File: config.mk
export PLATFORM = sky130hd
export DESIGN_NAME = counter_updown_mod_m_flat
export DESIGN_NICKNAME = d
export VERILOG_FILES = /design/src/rtl/counter_updown_mod_m_if.sv /design/src/rtl/counter_updown_mod_m.sv /design/src/flat_wrapper.sv
export SDC_FILE = /design/constraint.sdc
export NUM_CORES = 1
export LEC_CHECK = 0
export CORE_MARGIN = 2
export CORE_UTILIZATION = 25
export DETAILED_ROUTE_END_ITERATION = 6
export GPL_TIMING_DRIVEN = 0
export HOLD_SLACK_MARGIN = 0.08
export PLACE_DENSITY = 0.48
export SETUP_SLACK_MARGIN = 0.15
export SYNTH_ARGS = -nofsm -noshare
export SYNTH_HDL_FRONTEND = slang
export SYNTH_SLANG_ARGS = --single-unit
File: constraint.sdc
create_clock -name clk -period 1.7 [get_ports clk]
set_clock_uncertainty 0.05 [all_clocks]
set_input_delay 0.17 -clock clk [delete_from_list [all_inputs] [get_ports clk]]
set_output_delay 0.17 -clock clk [all_outputs]
set_load 0.05 [all_outputs]
File: src/rtl/counter_updown_mod_m_if.sv
// Bundle of count-control inputs and count/status outputs for counter_updown_mod_m.
// M must match the M of the counter the interface connects to, so d and Q line up.
interface counter_updown_mod_m_if #(
  parameter int M = 10
);
  localparam int N = ($clog2(M) < 1) ? 1 : $clog2(M);

  logic         enable;
  logic         up_dn;
  logic         load;
  logic [N-1:0] d;
  logic [N-1:0] Q;
  logic         tc;
  logic         wrap;
  logic         load_err;

  modport master (
    output enable, up_dn, load, d,
    input  Q, tc, wrap, load_err
  );

  modport slave (
    input  enable, up_dn, load, d,
    output Q, tc, wrap, load_err
  );
endinterface

File: src/rtl/counter_updown_mod_m.sv
// Modulo-M up/down counter with parallel load, wrap or saturate at the limits,
// combinational terminal count for cascading, and registered wrap/load-error pulses.
module counter_updown_mod_m #(
  parameter int M    = 10,
  parameter bit WRAP = 1'b1
) (
  input  logic                  clk,
  input  logic                  sclr,
  counter_updown_mod_m_if.slave bus
);
  localparam int N = ($clog2(M) < 1) ? 1 : $clog2(M);
  localparam logic [N-1:0] Q_MAX = N'(M - 1);
  localparam logic [N:0]   M_EXT = (N + 1)'(M);

  logic [N-1:0] q_q, q_d;
  logic         wrap_q, wrap_d;
  logic         load_err_q, load_err_d;
  logic         at_max, at_min, d_oob;

  // Limit detection and terminal count; tc is purely combinational so a
  // downstream stage sees its carry-in in the same cycle.
  always_comb begin
    at_max = (q_q == Q_MAX);
    at_min = (q_q == '0);
    d_oob  = ({1'b0, bus.d} >= M_EXT);
    bus.tc = bus.enable & ((bus.up_dn & at_max) | (~bus.up_dn & at_min));
  end

  // Next count and status pulses: load beats enable; pulses default low.
  always_comb begin
    q_d        = q_q;
    wrap_d     = 1'b0;
    load_err_d = 1'b0;
    if (bus.load) begin
      if (d_oob) begin
        q_d        = '0;
        load_err_d = 1'b1;
      end else begin
        q_d = bus.d;
      end
    end else if (bus.enable) begin
      if (bus.up_dn) begin
        if (!at_max) begin
          q_d = q_q + N'(1);
        end else if (WRAP) begin
          q_d    = '0;
          wrap_d = 1'b1;
        end
      end else begin
        if (!at_min) begin
          q_d = q_q - N'(1);
        end else if (WRAP) begin
          q_d    = Q_MAX;
          wrap_d = 1'b1;
        end
      end
    end
  end

  // State register; sclr has top priority over load and enable.
  always_ff @(posedge clk) begin
    if (sclr) begin
      q_q        <= '0;
      wrap_q     <= 1'b0;
      load_err_q <= 1'b0;
    end else begin
      q_q        <= q_d;
      wrap_q     <= wrap_d;
      load_err_q <= load_err_d;
    end
  end

  // Registered outputs.
  always_comb begin
    bus.Q        = q_q;
    bus.wrap     = wrap_q;
    bus.load_err = load_err_q;
  end
endmodule

File: src/flat_wrapper.sv
// flat-port wrapper written by rule: the top's interface ports become plain ports
module counter_updown_mod_m_flat 
#(
  parameter int M    = 10,
  parameter bit WRAP = 1'b1
)
  (clk, sclr, bus_enable, bus_up_dn, bus_load, bus_d, bus_Q, bus_tc, bus_wrap, bus_load_err);
  counter_updown_mod_m_if #(.M(M)) bus_i ();
  input  logic clk;
  input  logic sclr;
  input wire logic [$bits(bus_i.enable)-1:0] bus_enable;
  input wire logic [$bits(bus_i.up_dn)-1:0] bus_up_dn;
  input wire logic [$bits(bus_i.load)-1:0] bus_load;
  input wire logic [$bits(bus_i.d)-1:0] bus_d;
  output wire logic [$bits(bus_i.Q)-1:0] bus_Q;
  output wire logic [$bits(bus_i.tc)-1:0] bus_tc;
  output wire logic [$bits(bus_i.wrap)-1:0] bus_wrap;
  output wire logic [$bits(bus_i.load_err)-1:0] bus_load_err;
  assign bus_i.enable = bus_enable;
  assign bus_i.up_dn = bus_up_dn;
  assign bus_i.load = bus_load;
  assign bus_i.d = bus_d;
  assign bus_Q = bus_i.Q;
  assign bus_tc = bus_i.tc;
  assign bus_wrap = bus_i.wrap;
  assign bus_load_err = bus_i.load_err;
  counter_updown_mod_m #(.M(M), .WRAP(WRAP)) u_core (.clk(clk), .sclr(sclr), .bus(bus_i));
endmodule
==> impl_results.md <==
- Status: complete, no violations
- Fin crit share: 87.3%
- Most frequent CP cell: nor2_4
- Initial DRT Pass Iterations: 4
- Register area share after synthesis: 29.0%
- Fmax: 0.674 GHz
- Relative slew slack: 67.6%
- Power per standard cell area: 714 nW/um^2
- Leakage power: 0.287 nW
- Port Buffers: 15
- Pre-CTS setup slack: -0.482 ns
- H-tree Lvls: 1
- Setup_tns: 0 ns
- Total CTS buffers: 3
- Area of the mapped netlist: 414 sq um
- Area occupied by multi-input gates: 285 sq um
- CP required: 1.48 ns
- DRT iter0 DRCs: 9
- Mapped Nets: 58
- Setup ws final: 0.216 ns
- Routed wire length: 1100 um
- Clock Path Buffers: 2
- Final min period: 1.48 ns
- Crit-path cells: buf_4, and3_2, nor2_4, nor2_4, buf_6
- Core area: 1520 sq um
- Post-synth top area cell: dfxtp_1
- RR Startpoint: u_core.bus.Q[0]
- Vias after detailed routing: 455
- # rows: 14
- Maximum fanout along the worst path: 9
- Fraction of layout cells with a size suffix above 1: 23.9%
- Worst-Margin Slew: 0.488 ns
- Die area: 2000 sq um
- Final setup vio count: 0
- Layout area overhead: 53.8%
- Average size of a mapped cell: 8.45 sq um
- WL/cell: 13.3 um
- Worst-Skew Late Latency: 0.25 ns
- Synth top area cells: dfxtp_1 29%, nor3_1 6.0%, inv_1 4.5%
- Initial antenna violation count: 0
- Vias in the first global route: 404
- Synth Register Bits: 6
- Post-synth top area share: 29.0%
- Filler instances: 168
- Number of remaining DRC errors: 0
- Cell variety after synth: 28
- First-pass GRT wire length: 1850 um
- Warnings from Yosys: 0
- Clock tree sinks: 6
- Antenna viol nets, final: 0
- Tot Pwr: 455 uW
- I/O pins: 16
- Slowest-stage cell, CP: dfxtp_2
- Startpoint types: register
- GRT overflow: 0
- Peak supply drop: 0.000223 V
- Crit path kind: register to output pin
- Maximum capacitance violations: 0
- Vias/cell: 5.48
- Post-CTS Repair Setup Buffers: 0
- Clk slew on worst S/H paths: 0.05 ns
- RSZ-0062 raised after global routing: false
- GR Util All Layers: 13.2%
- Post-Syn Instances: 49
- CP max stage delay: 0.31 ns
- Starting Density: 27.2%
- Final hold vios: 0
- Placer Congestion: 0.705
- Arrival @ worst endpoint: 1.26 ns
- Crit end category: output pin
- Crit path from: u_core.bus.Q[3]
- Layout net count: 78
- Die Y: 44.7 um
- Largest net degree at the start of global routing: 10
- Worst min path class: input pin to register
- Root Buffer: clkbuf_4
- Reg-to-reg slack, setup: 0.35 ns
- Die Wd: 44.7 um
- Final Max Slew Viols: 0
- Hold_buf cts: 0
- N_diodes: 0
- HP Start: bus_up_dn
- DP Wirelength: 796 um
- TritonCTS clock tree: built
- Register area: 125 sq um
## worst max-delay path, delay by kind of cell, from the launching register on
family	cells	cell delay [ns]
flops	1	0.31
buf+inv	2	0.30
simple gates	3	0.40
## path summary, 6_finish.rpt
check                     to  cells after the start
max                   bus_tc                      5
min          u_core.bus.wrap                      4
max reg2reg  u_core.bus.Q[2]                      4
min reg2reg  u_core.bus.Q[2]                      2
## registers in the layout, summed over array words and instances (netlist names)
| signal | count |
|---|---|
| u_core.bus.Q | 4 |
| u_core.bus.wrap | 1 |
| u_core.bus.load_err | 1 |
## placed cells by master, fill, tap and decap left out
master,n
nor3_1,4
nor2_1,1
a2111oi_1,1
o2111ai_1,1
xnor2_1,1
nor3_4,1
o211a_1,1
o21ai_0,1
nor4_1,2
nor2b_1,2
clkbuf_4,3
a31oi_1,2
dfxtp_1,2
inv_1,5
clkdlybuf4s50_1,7
o31a_1,1
buf_6,2
and3_4,1
nand3_1,2
o41ai_2,1
xor2_1,2
a211o_1,2
dfxtp_2,4
buf_4,1
or4_1,1
dlygate4sd2_1,6
a21oi_1,1
dlymetal6s2s_1,1
a311oi_1,1
nor2_4,2
and2_1,1
mux2i_1,1
a21o_1,1
and3_2,1
or3b_1,1
## power by group
group | internal (mW) | total (mW) | switching, mW
combinational | 0.0627 | 0.158 | 0.0952
clock | 0.0803 | 0.138 | 0.0581
sequential | 0.151 | 0.158 | 0.00716
total | 0.294 | 0.455 | 0.160
## final cells by class
class                   count  share of cell area [%]
flip-flops and latches      6                    19.6
plain buffers               2                    2.95
repair buffers             15                    23.0
well taps                  16                    3.14
multi-input cells          36                    44.8
clock buffers               3                    3.54
inverters                   5                    2.95
## metrics by stage
step / cells / util [%] / hold WS (ns) / area (sq um)
2_1_floorplan: 49 / - / 0.185 / 427
3_3_place_gp: 80 / 39.2 / 0.562 / 597
3_5_place_dp: 80 / 39.2 / 0.568 / 597
4_1_cts: 83 / 40.0 / 0.501 / 609
5_1_grt: 83 / 41.8 / 0.503 / 637
6_report: 83 / 41.8 / 0.450 / 637
## metal layers
metal  share of wire (%)  global-route usage, %
met3                 5.4                   1.60
met4                 3.8                   12.7
met5                   0                      0
met1                  48                   17.4
met2                  42                   18.3
## cell usage after synthesis
master	instances
dfxtp_1	6
inv_1	5
nor3_1	5
nor2_1	3
a211o_1	2
a31oi_1	2
nand3_1	2
nor2b_1	2
nor4_1	2
xor2_1	2
a2111oi_1	1
a21o_1	1
a21oi_1	1
a311oi_1	1
and2_1	1
and3_2	1
and3_4	1
buf_2	1
buf_6	1
mux2i_1	1
o2111ai_1	1
o211a_1	1
o21ai_0	1
o31a_1	1
o41ai_2	1
or3b_1	1
or4_1	1
xnor2_1	1
## cells by family after synthesis
kind of cell / after synthesis / share of synthesized area [%]
xor gates and xnor gates: 3 / 6.35
muxes: 1 / 2.42
and+or+nand+nor: 19 / 27.2
buffers and inverters: 7 / 8.46
AOI/OAI and AO/OA: 13 / 26.6
DFF: 6 / 29.0
## repair_timing
item                                    CTS  global route
pin swaps                                 0             0
endpoints found under the setup margin    7             1
gates resized for setup                  12             9
Note: power is estimated with default switching activity, not from simulation.
